--- config.mk ---
export PLATFORM = sky130hd
export DESIGN_NAME = reset_sequencer
export DESIGN_NICKNAME = d
export VERILOG_FILES = /design/src/rtl/reset_sequencer.sv
export SDC_FILE = /design/constraint.sdc
export NUM_CORES = 1
export LEC_CHECK = 0
export BUFFER_PORTS_ARGS = -buffer_cell sky130_fd_sc_hd__buf_2
export CORE_MARGIN = 1
export CORE_UTILIZATION = 60
export DETAILED_ROUTE_END_ITERATION = 10
export PLACE_DENSITY = 0.86
export SLEW_MARGIN = 15
export SYNTH_ARGS = -nofsm -noshare
export SYNTH_HDL_FRONTEND = slang
export SYNTH_SLANG_ARGS = --single-unit
export TNS_END_PERCENT = 50
--- constraint.sdc ---
create_clock -name clk -period 3.8 [get_ports clk]
set_input_delay 0.38 -clock clk [delete_from_list [all_inputs] [get_ports clk]]
set_output_delay 0.38 -clock clk [all_outputs]
set_load 0.1 [all_outputs]
--- src/rtl/reset_sequencer.sv ---
// Board-level reset sequencer: synchronises global reset and PLL lock, stretches
// reset, then releases NUM_DOMAINS active-high domain resets one at a time.
module reset_sequencer #(
  parameter string FPGA_FAMILY    = "Xilinx",
  parameter int    NUM_DOMAINS    = 3,
  parameter int    STRETCH_CYCLES = 16,
  parameter int    GAP_CYCLES     = 4
) (
  input  logic                   clk,
  input  logic                   rst,
  input  logic                   pll_locked,
  input  logic                   soft_rst_req,
  output logic [NUM_DOMAINS-1:0] rst_out,
  output logic                   all_released,
  output logic [2:0]             seq_state
);

  localparam int SYNC_STAGES = (FPGA_FAMILY == "Xilinx") ? 2 : 3;
  localparam int CNT_MAX     = (STRETCH_CYCLES > GAP_CYCLES) ? STRETCH_CYCLES : GAP_CYCLES;
  localparam int CNT_W       = $clog2(CNT_MAX + 1);
  localparam int IDX_W       = (NUM_DOMAINS > 1) ? $clog2(NUM_DOMAINS) : 1;
  localparam logic [NUM_DOMAINS-1:0] DOM_ONE = NUM_DOMAINS'(1'b1);

  typedef enum logic [2:0] {
    HOLD      = 3'd0,
    WAIT_LOCK = 3'd1,
    STRETCH   = 3'd2,
    RELEASE   = 3'd3,
    RUN       = 3'd4
  } state_t;

  logic [SYNC_STAGES-1:0] rst_chain_r;
  logic [SYNC_STAGES-1:0] lock_chain_r;
  logic                   rst_sync_s;
  logic                   lock_sync_s;
  logic                   in_seq_s;

  state_t                 state_r, state_n;
  logic [CNT_W-1:0]       cnt_r, cnt_n;
  logic [IDX_W-1:0]       idx_r, idx_n;
  logic [NUM_DOMAINS-1:0] rst_out_r, rst_out_n;
  logic                   all_rel_r, all_rel_n;

  // Synchroniser chains for reset deassertion and PLL lock.
  always_ff @(posedge clk or posedge rst) begin
    if (rst) begin
      rst_chain_r  <= '1;
      lock_chain_r <= '0;
    end else begin
      rst_chain_r  <= {rst_chain_r[SYNC_STAGES-2:0], 1'b0};
      lock_chain_r <= {lock_chain_r[SYNC_STAGES-2:0], pll_locked};
    end
  end

  assign rst_sync_s  = rst_chain_r[SYNC_STAGES-1];
  assign lock_sync_s = lock_chain_r[SYNC_STAGES-1];
  assign in_seq_s    = (state_r == STRETCH) || (state_r == RELEASE) || (state_r == RUN);

  // Next-state, counter, domain index and output computation.
  always_comb begin
    state_n   = state_r;
    cnt_n     = cnt_r;
    idx_n     = idx_r;
    rst_out_n = rst_out_r;
    all_rel_n = all_rel_r;
    if (in_seq_s && !lock_sync_s) begin
      // Lock loss outranks everything, including a pending soft request.
      state_n   = WAIT_LOCK;
      cnt_n     = '0;
      idx_n     = '0;
      rst_out_n = '1;
      all_rel_n = 1'b0;
    end else begin
      case (state_r)
        HOLD: begin
          cnt_n     = '0;
          idx_n     = '0;
          rst_out_n = '1;
          all_rel_n = 1'b0;
          if (!rst_sync_s) begin
            state_n = WAIT_LOCK;
          end else begin
            state_n = HOLD;
          end
        end
        WAIT_LOCK: begin
          if (lock_sync_s) begin
            state_n = STRETCH;
            cnt_n   = '0;
          end else begin
            state_n = WAIT_LOCK;
          end
        end
        STRETCH: begin
          if (cnt_r == CNT_W'(STRETCH_CYCLES - 1)) begin
            rst_out_n = rst_out_r & ~DOM_ONE;
            cnt_n     = '0;
            if (NUM_DOMAINS == 1) begin
              state_n   = RUN;
              idx_n     = '0;
              all_rel_n = 1'b1;
            end else begin
              state_n   = RELEASE;
              idx_n     = IDX_W'(1);
            end
          end else begin
            cnt_n = cnt_r + CNT_W'(1);
          end
        end
        RELEASE: begin
          if (cnt_r == CNT_W'(GAP_CYCLES - 1)) begin
            rst_out_n = rst_out_r & ~(DOM_ONE << idx_r);
            cnt_n     = '0;
            if (idx_r == IDX_W'(NUM_DOMAINS - 1)) begin
              state_n   = RUN;
              all_rel_n = 1'b1;
            end else begin
              idx_n = idx_r + IDX_W'(1);
            end
          end else begin
            cnt_n = cnt_r + CNT_W'(1);
          end
        end
        RUN: begin
          if (soft_rst_req) begin
            state_n   = STRETCH;
            cnt_n     = '0;
            idx_n     = '0;
            rst_out_n = '1;
            all_rel_n = 1'b0;
          end else begin
            state_n = RUN;
          end
        end
        default: begin
          state_n   = HOLD;
          cnt_n     = '0;
          idx_n     = '0;
          rst_out_n = '1;
          all_rel_n = 1'b0;
        end
      endcase
    end
  end

  // State and registered outputs.
  always_ff @(posedge clk or posedge rst) begin
    if (rst) begin
      state_r   <= HOLD;
      cnt_r     <= '0;
      idx_r     <= '0;
      rst_out_r <= '1;
      all_rel_r <= 1'b0;
    end else begin
      state_r   <= state_n;
      cnt_r     <= cnt_n;
      idx_r     <= idx_n;
      rst_out_r <= rst_out_n;
      all_rel_r <= all_rel_n;
    end
  end

  assign rst_out      = rst_out_r;
  assign all_released = all_rel_r;
  assign seq_state    = state_r;

endmodule

==> results of run 1 <==
## cell families (layout without fill, tap and decap cells)
family,after synthesis,in the layout,share of synthesized area (%)
adder cells (fa/ha/maj),6,6,6.91
AO/OA/AOI/OAI,29,29,21.5
flip-flops,18,18,42.1
other,1,1,0.345
multiplexers,2,2,1.96
AND/OR/NAND/NOR,37,37,20.3
buffers and inverters,17,26,6.91
## stage by stage
| stage | setup slack, ns | hold WS [ns] |
|---|---|---|
| after floorplan | 1.63 | 0.315 |
| after global placement | 1.82 | 0.336 |
| after detailed placement | 1.74 | 0.343 |
| after CTS | 1.72 | 0.178 |
| after global routing | 1.63 | 0.171 |
| final | 1.74 | 0.166 |
## routing by layer
metal	vias up	wire (um)
met1	397	903
met3	7	82
met2	25	891
met4	0	43
met5	-	0
li1	403	-
## flip-flops by register name (all words and copies together) (netlist names)
signal and cells:
all_released 1, cnt_r 5, idx_r 2, lock_chain_r 2
rst_chain_r 2, rst_out 3, seq_state 3
## worst max-delay path by stage
| stage | startpoint | to | slack [ns] | cells after the start |
|---|---|---|---|---|
| 6_report | cnt_r[0] | idx_r[1] | 1.74 | 8 |
| 2_1_floorplan | seq_state[0] | cnt_r[3] | 1.63 | 5 |
| 5_1_grt | cnt_r[0] | idx_r[1] | 1.63 | 8 |
| 4_1_cts | cnt_r[0] | idx_r[1] | 1.72 | 8 |
| 3_5_place_dp | cnt_r[0] | idx_r[1] | 1.74 | 8 |
| 3_3_place_gp | cnt_r[0] | idx_r[1] | 1.82 | 8 |
## worst register-to-register path, cell delays in order (launching register included)
cell,delay [ns]
dfrtp_1,0.41
ha_1,0.25
nand3_1,0.10
inv_1,0.05
ha_1,0.19
nor2b_1,0.18
a211oi_4,0.42
o41ai_1,0.11
a32o_1,0.25
## power by group through the flow
stage               Sequential [mW]  Clock (mW)  Combinational, mW
floorplan                     0.455           0              0.322
global placement              0.323           0              0.509
detailed placement            0.328           0              0.517
CTS                           0.324       0.104              0.519
global route                  0.336       0.110              0.559
finish                        0.324      0.0998              0.519
## synth_stat cells
cell type / number / area (sq um)
a211oi_1: 1 / 7.51
a211oi_2: 1 / 12.5
a211oi_4: 1 / 20.0
a21boi_0: 1 / 7.51
a21oi_1: 2 / 10.0
a21oi_2: 1 / 8.76
a21oi_4: 1 / 16.3
a22o_2: 2 / 20.0
a31oi_1: 1 / 6.26
a32o_1: 2 / 20.0
a32oi_1: 1 / 8.76
and2_1: 1 / 6.26
buf_2: 3 / 15.0
buf_6: 1 / 11.3
clkbuf_1: 1 / 3.75
conb_1: 1 / 3.75
dfrtp_1: 13 / 325
dfstp_2: 5 / 131
ha_1: 6 / 75.1
inv_1: 12 / 45.0
mux2_2: 1 / 11.3
mux2i_1: 1 / 10.0
nand2_1: 9 / 33.8
nand2b_1: 1 / 6.26
nand3_1: 5 / 25.0
nand3b_1: 1 / 7.51
nand4bb_1: 1 / 11.3
nor2_1: 5 / 18.8
nor2b_1: 4 / 25.0
nor3_1: 1 / 5.00
nor3b_1: 2 / 15.0
nor4_1: 1 / 6.26
nor4b_4: 1 / 23.8
o21a_1: 2 / 15.0
o21ai_0: 8 / 40.0
o22ai_1: 1 / 6.26
o31a_1: 1 / 8.76
o31ai_1: 1 / 7.51
o32a_1: 1 / 10.0
o41ai_1: 1 / 8.76
or2_1: 1 / 6.26
or2_2: 2 / 12.5
or3_1: 1 / 6.26
or3b_4: 1 / 11.3
## final cells by class
cell class,count,area [sq um],area share (%)
multi-input combinational,75,554,47.6
clock buffer,4,26.3,2.26
timing repair buffer,10,50.0,4.30
tap,25,31.3,2.69
sequential,18,457,39.2
inverter,12,45.0,3.87
## layout by cell type (no fill, tap or decap), types with 3 or more instances in the layout
cell type	count
buf_2	10
clkbuf_4	3
dfrtp_1	13
dfstp_2	5
ha_1	6
inv_1	12
nand2_1	9
nand3_1	5
nor2_1	5
nor2b_1	4
o21ai_0	8
==> metrics, run 1 <==
nets=130; clock transition at the registers of the reported paths=0.10 ns; DR vias=832; Total Routing Usage GR=22.7%; first-pass GRT wire length=3240 um; VDD IR-drop max=519 uV; switch share=52.7%; ant diodes=0; clock net sink count=18; Critical Path Most Common Cell=ha_1; Initial Utilization=63.6%; Initial DRC Count=27; RD Place Congestion=0.849; Slew HR=55.0%; Die W=44.5 um; final core occ=68.1%; post-DP HPWL=1340 um; Area Growth Syn to Fin=7.14%; maximum clock rate=485 MHz; Yosys cell types=44; min cycle time layout=2.06 ns; Worst Hold Class=in -> async; syn nets=120; Netlist Area Pre-Place=1090 sq um; post-route ant nets=0; max incr delay on CP=0.42 ns; cts repair resizes=0; Reg2Reg Setup Slack=1.74 ns; Power Density=811 nW/um^2; clock share of power=10.6%; Worst-Margin Slew=0.674 ns; CP bufs+invs=1; RSZ-0062 raised after global routing=false; final non-filler cell total=144; CP Max Fanout=9; #FFs+latches synth=18; Worst setup EP type=flop; Avg Inst Size Synth=9.87 sq um; Reg power frac=34.4%; setup tns final=0 ns; Critical R2R Capture=idx_r[1]; die area=1980 sq um; final max-slew violation count=0; CP Cell Sequence=ha_1, nand3_1, inv_1, ha_1, nor2b_1, a211oi_4, o41ai_1, a32o_1; fill count=133; Worst Skew=0.000553 ns; met1 global-route usage=32.5%; IO Count=11; Yosys warnings=0; P_sw=0.498 mW; overall power=0.943 mW; Arr. time, crit path=2.26 ns; met3 global-route usage=4.08%; GRT met2 Usage=33.5%; Post-Synthesis Cells=110; share of layout cells above drive strength 1=24.4%; IO Port Bufs=10; result of the run=finished, final reports clean; postcts setup bufs=0; total grt overflow=0; WL/cell=13.3 um; detailed-route vias per instance=5.78; DRC viols=0; Inst Count DP=140; Hold-fix buffers, CTS=0; DP Area=1140 sq um; Final Cycle Share=54.3%; startpoint class of the critical path=flop; DR pass1 iterations=4; Int Pwr=0.446 mW; pin count of the biggest net entering global routing=22; Seq/Total Area, Yosys=42.1%; Final setup viols=0; worst-skew pair later-pin latency=0.29 ns; Worst Reg-to-Reg Cells=8; Rows=15; Fin. Hold Viols=0; Leakage=0.486 nW; initial antenna violation count=0; CTS Buf Count=3; CP top delay family=compound AO/OA/AOI/OAI gates; Gate power share=55.0%; Max-Cap Viols=0; core box area=1710 sq um; worst path required time=3.99 ns; CTS H-tree depth=1; final wirelength=1920 um; worst r2r src=cnt_r[0]; gr busiest metal=met2; vias in the first global route=750; Die Ht=44.5 um; slowest CP cell=a211oi_4; fin area=1160 sq um; type of the worst setup path=reg -> reg; maximum root-to-sink buffer count=2; TritonCTS clock tree=done; Root Driver=clkbuf_4
No activity file was read; power rests on OpenSTA's default activity.
==> inputs of run 2 (changes only) <==
Settings changed: CORE_UTILIZATION 60 to 51, PLACE_DENSITY 0.86 to 0.78.
Clock period 3.8 ns to 1.7 ns, I/O delays scaled along.
==> run 2 against run 1 <==
The flow now finishes with violations (negative setup slack). Final area increased by 22%. Combinational power increased to 2.7 times the previous value. Register-to-register slack worse by 1.8 ns. Global-route usage grew 1.5 points. Sequential share of layout area shrank 6.4 points. Clock power rose to 2.7 times the previous value. Sequential cell count is the same. Highest routed layer unchanged.
==> metrics, run 2 (synthesis gave the netlist of run 1 again) <==
result of the run=complete, but fails checks; failing checks=negative setup slack; min cycle time layout=1.78 ns (-0.281 ns); startpoint class of the critical path=flop; vias in the first global route=899 (+20%); DP Area=1270 sq um (+12%); CTS Buf Count=3 (unchanged); IO Count=11 (unchanged); Initial DRC Count=16 (-41%); Area Growth Syn to Fin=30.6%; Int Pwr=1.20 mW (+170%); CP bufs+invs=3 (+2); final max-slew violation count=0 (unchanged); Worst setup EP type=flop; Critical Path Stages=10 (+2); max incr delay on CP=0.40 ns (-0.02 ns); commonest non-fill, non-tap cell in the layout=buf_4; Die W=48.1 um (+8.1%); Die Ht=48.1 um (+8.1%); CP Max Fanout=6 (-3); CTS H-tree depth=1 (unchanged); Final setup viols=8 (+8); clock share of power=11.3% (+0.7 points); core box area=1980 sq um (+16%); slowest CP cell=dfrtp_1; pin count of the biggest net entering global routing=15 (-32%); Max-Cap Viols=0 (unchanged); Reg power frac=30.3% (-4.1 points); Rows=16 (+1); Gate power share=58.4% (+3.4 points); DR vias=911 (+9.5%); maximum root-to-sink buffer count=2 (unchanged); worst path required time=1.94 ns (-2.05 ns); WL/cell=13.4 um (+0.78%); final wirelength=2270 um (+18%); max reg flops=5 (unchanged); Worst Reg-to-Reg Cells=10 (+2); most frequent cells in the layout=buf_4 (20), inv_1 (11), dfrtp_1 (10), buf_2 (10), nand2_1 (9); dpl ws=-0.167 ns (-1.91 ns); first-pass GRT wire length=3770 um (+16%); worst-skew pair later-pin latency=0.30 ns (about the same); Final Cycle Share=105% (+51 points); final core occ=71.6% (+3.5 points); DRC viols=0 (unchanged); Arr. time, crit path=2.03 ns (-0.23 ns); switch share=49.7% (-3.1 points); CP top delay family=flip-flops; Critical Path Most Common Cell=buf_4; P_sw=1.18 mW (+140%); RD Place Congestion=0.868 (+2.2%); total grt overflow=0 (unchanged); nets=153 (+18%); RSZ-0062 raised after global routing=true; Reg with most FFs=cnt_r; Final Worst Setup Slack=-0.0825 ns (-1.82 ns); type of the worst setup path=reg -> reg; ant diodes=0 (unchanged); die area=2320 sq um (+17%); maximum clock rate=561 MHz (+16%); clock transition at the registers of the reported paths=0.10 ns (about the same); Fin. Hold Viols=0 (unchanged); Root Driver=clkbuf_4; DR pass1 iterations=5 (+1); initial antenna violation count=0 (unchanged); clock net sink count=18 (unchanged); fin area=1420 sq um (+22%); Worst Skew=0.00113 ns (+0.000578 ns); TritonCTS clock tree=done; post-DP HPWL=1680 um (+25%); Leakage=0.604 nW (+24%); hold path depth=4; VDD IR-drop max=1320 uV (+150%); IO Port Bufs=10 (unchanged); Total Routing Usage GR=24.2% (+1.5 points); post-route ant nets=0 (unchanged); Worst Hold Class=in -> reg; share of layout cells above drive strength 1=43.7% (+19 points); detailed-route vias per instance=5.39 (-6.7%); Initial Utilization=54.8% (-8.8 points); Power Density=1680 nW/um^2 (+110%); CP Cell Sequence=ha_2, nand3_2, inv_2, ha_4, nor2b_4, a211oi_4, buf_4, buf_4, o31ai_2, nand2_1
==> run 2: layout make-up <==
type                            instances  area [sq um]
Clock buffer                            4          36.3
Fill cell                             141           563
Inverter                               12          45.0
Multi-Input combinational cell         75           607
Sequential cell                        18           465
Tap cell                               27          33.8
Timing Repair Buffer                   33           231
==> run 2: per-layer routing <==
metal,routed length [um],global-route usage (%),up-vias
met5,0,0,-
met2,1190,38.9,12
met3,38,4.44,4
met1,999,30.2,448
li1,-,-,447
met4,40,13.9,0
==> run 2: what timing repair did <==
action                                  CTS  global route
resized for setup                         9             4
endpoints found under the hold margin     8             0
endpoints found under the setup margin    7            10
pin swaps                                 4             5
hold buffers                              2             0
buffers inserted                          6             0
==> run 2: worst register-to-register path: cells and delay by family (launching register included) <==
| kind | cells | cell delay (ns) |
|---|---|---|
| DFF | 1 | 0.40 |
| and+or+nand+nor | 3 | 0.27 |
| AOI/OAI and AO/OA | 2 | 0.38 |
| adders and majority gates | 2 | 0.35 |
| buffers and inverters | 3 | 0.31 |
==> run 2: per-stage QoR <==
stage	power (mW)	cells	hold WS, ns	setup TNS [ns]
after floorplan	1.78	110	0.105	-0.320
after global placement	2.02	158	0.186	-0.0402
after detailed placement	2.07	158	0.197	-0.569
after CTS	2.37	170	0.283	-0.246
after global routing	2.54	169	0.332	-1.02
final	2.38	169	0.289	-0.376
==> run 2: final timing paths <==
| path | slack (ns) | start | endpoint |
|---|---|---|---|
| worst min register to register | 0.36 | rst_chain_r[0] | rst_chain_r[1] |
| worst max-delay path | -0.08 | cnt_r[0] | rst_out[0] |
| worst max register to register | -0.08 | cnt_r[0] | rst_out[0] |
| min in group asynchronous | 0.41 | rst | cnt_r[4] |
| max in group asynchronous | 0.74 | rst | rst_out[1] |
| worst min-delay path | 0.29 | soft_rst_req | seq_state[2] |
==> run 2: power by group through the flow <==
stage	clock network (mW)	logic [mW]	registers (mW)
final	0.269	1.39	0.720
after global routing	0.290	1.51	0.745
after CTS	0.279	1.38	0.716
after detailed placement	0	1.35	0.719
after global placement	0	1.31	0.711
after floorplan	0	0.734	1.04
==> inputs of run 3 (changes only) <==
Settings changed: CELL_PAD_IN_SITES_DETAIL_PLACEMENT from default to 0, CELL_PAD_IN_SITES_GLOBAL_PLACEMENT from default to 1, CORE_UTILIZATION 51 to 40, PLACE_DENSITY 0.78 to 0.7.
==> run 3 against run 2 <==
The run still ends with negative setup slack left. Register-to-register slack gained 0.07 ns. Critical path type unchanged. Critical endpoint is now idx_r[1]. Largest cell class unchanged. Sequential cell count unchanged. Clock skew is 0.0020 ns higher. Die area up 26%. Non-clock buffer count is 2 lower. Utilization decreased by 16 points. Worst setup slack better by 0.075 ns. Critical path depth shrank 4. Sequential power shrank 2.9%. Highest routed layer unchanged. Hold slack got worse by 0.017 ns.
==> metrics, run 3 (synthesis gave the netlist of run 1 again) <==
commonest non-fill, non-tap cell in the layout=buf_4; Reg2Reg Setup Slack=-0.008 ns (+0.07 ns); type of the worst setup path=reg -> reg; Initial Utilization=43.1% (-12 points); fill count=231 (+64%); detailed-route vias per instance=5.24 (-2.9%); maximum root-to-sink buffer count=2 (unchanged); core box area=2520 sq um (+27%); min cycle time layout=1.71 ns (-0.0747 ns); post-DP HPWL=1630 um (-3.0%); IO Count=11 (unchanged); CP Cell Sequence=ha_2, buf_6, nor4b_4, a211oi_4, or2_1, a32o_1; Rows=18 (+2); CTS Buf Count=3 (unchanged); CP Max Fanout=4 (-2); IO Port Bufs=10 (unchanged); final wirelength=2250 um (-0.84%); max incr delay on CP=0.37 ns (-0.03 ns); maximum clock rate=586 MHz (+4.4%); Fin. Hold Viols=0 (unchanged); worst path required time=1.90 ns (-0.04 ns); first-pass GRT wire length=3810 um (+1.1%); Total Routing Usage GR=18.7% (-5.5 points); worst r2r src=cnt_r[1]; Worst Hold End=seq_state[2]; Root Driver=clkbuf_4; clock transition at the registers of the reported paths=0.11 ns (about the same); ant diodes=0 (unchanged); vias in the first global route=846 (-5.9%); DR vias=890 (-2.3%); Worst Reg-to-Reg Cells=6 (-4); Leakage=0.597 nW (-1.2%); WL/cell=13.2 um (-1.4%); Final setup viols=1 (-7); clock net sink count=18 (unchanged); Area Growth Syn to Fin=28.7%; initial antenna violation count=0 (unchanged); Arr. time, crit path=1.91 ns (-0.12 ns); Final Cycle Share=100% (-4.4 points); Max-Cap Viols=0 (unchanged); TritonCTS clock tree=done; Critical R2R Capture=idx_r[1]; share of layout cells above drive strength 1=42.1% (-1.5 points); DRC viols=0 (unchanged); CTS H-tree depth=1 (unchanged); result of the run=complete, but fails checks; worst-skew pair later-pin latency=0.30 ns (about the same); VDD IR-drop max=1270 uV (-3.5%); Final Worst Setup Slack=-0.00787 ns (+0.0747 ns); Die Ht=54.1 um (+12%); Initial DRC Count=20 (+4); die area=2930 sq um (+26%); total grt overflow=0 (unchanged); post-route ant nets=0 (unchanged); Worst setup EP type=flop; hold path depth=4 (unchanged); pin count of the biggest net entering global routing=13 (-2); Hold Crit Start=soft_rst_req; final max-slew violation count=0 (unchanged); Power Density=1710 nW/um^2 (+2.1%); CP top delay family=simple AND/OR/NAND/NOR gates; RSZ-0062 raised after global routing=true; failing checks=negative setup slack; startpoint class of the critical path=flop; Worst Hold Class=in -> reg; slowest CP cell=dfrtp_1; RD Place Congestion=0.809 (-6.8%); DR pass1 iterations=4 (-1); setup tns final=-0.00787 ns (+0.368 ns); overall power=2.39 mW (+0.59%); max reg flops=5 (unchanged); nets=151 (-1.3%); most frequent cells in the layout=buf_4 (17), inv_1 (11), dfrtp_1 (10), buf_2 (10), nand2_1 (9); Reg with most FFs=cnt_r; final core occ=55.4% (-16 points); Die W=54.1 um (+12%); Worst Skew=0.00315 ns (+0.00202 ns); CP bufs+invs=1 (-2)
[run 3: cell count changes in the layout (fill, tap and decap cells not counted), sizes merged]
cell  delta
buf      -2
[run 3: how the worst max path moves through the flow]
stage                            start       end  slack [ns]  depth (start not counted)
final                         cnt_r[1]  idx_r[1]      -0.008                          6
after global routing          cnt_r[0]  idx_r[1]       -0.09                          8
after CTS                     cnt_r[1]  idx_r[1]       -0.03                          8
after detailed placement      cnt_r[0]  cnt_r[2]       -0.08                          9
after global placement        cnt_r[0]  idx_r[1]       -0.02                          8
after floorplan           seq_state[2]  idx_r[1]       -0.15                          5
[run 3: power by group]
group	switching, mW	internal (mW)	total [mW]	leakage (nW)
Clock	0.144	0.130	0.275	0.0210
Sequential	0.147	0.552	0.699	0.217
Combinational	0.899	0.520	1.42	0.358
Total	1.19	1.20	2.39	0.597
[run 3: routing by layer]
metal,up-vias,GRT usage (%),share of wire (%)
met1,425,22.7,46
met3,2,3.39,3.4
met4,0,6.41,0.18
li1,446,-,-
met5,-,0,0
met2,17,32.7,50
[run 3: per-stage QoR]
step | worst slack, ns | hold WS, ns | cell area, sq um | cells
floorplan | -0.149 | 0.105 | 1100 | 110
global route | -0.0903 | 0.290 | 1400 | 170
finish | -0.00787 | 0.271 | 1400 | 170
global placement | -0.0163 | 0.135 | 1260 | 160
detailed placement | -0.0761 | 0.147 | 1260 | 160
CTS | -0.0294 | 0.257 | 1380 | 168
[run 3: repair_timing]
item	in CTS	in global routing
setup endpoints to repair	5	11
buffers inserted	3	2
hold buffers	2	0
resized for setup	10	4
endpoints found under the hold margin	7	0
pin swaps	4	8
[run 3: worst register-to-register path, cell delays in order, from the launching register on]
cell	delay, ns
dfrtp_1	0.37
ha_2	0.20
buf_6	0.10
nor4b_4	0.33
a211oi_4	0.14
or2_1	0.27
a32o_1	0.21
[run 3: layout make-up]
class	count	area [sq um]	area share, %
Multi-Input combinational cell	75	593	42.4
Tap cell	30	37.5	2.69
Timing Repair Buffer	31	220	15.8
Inverter	12	45.0	3.22
Clock buffer	4	36.3	2.60
Sequential cell	18	465	33.3
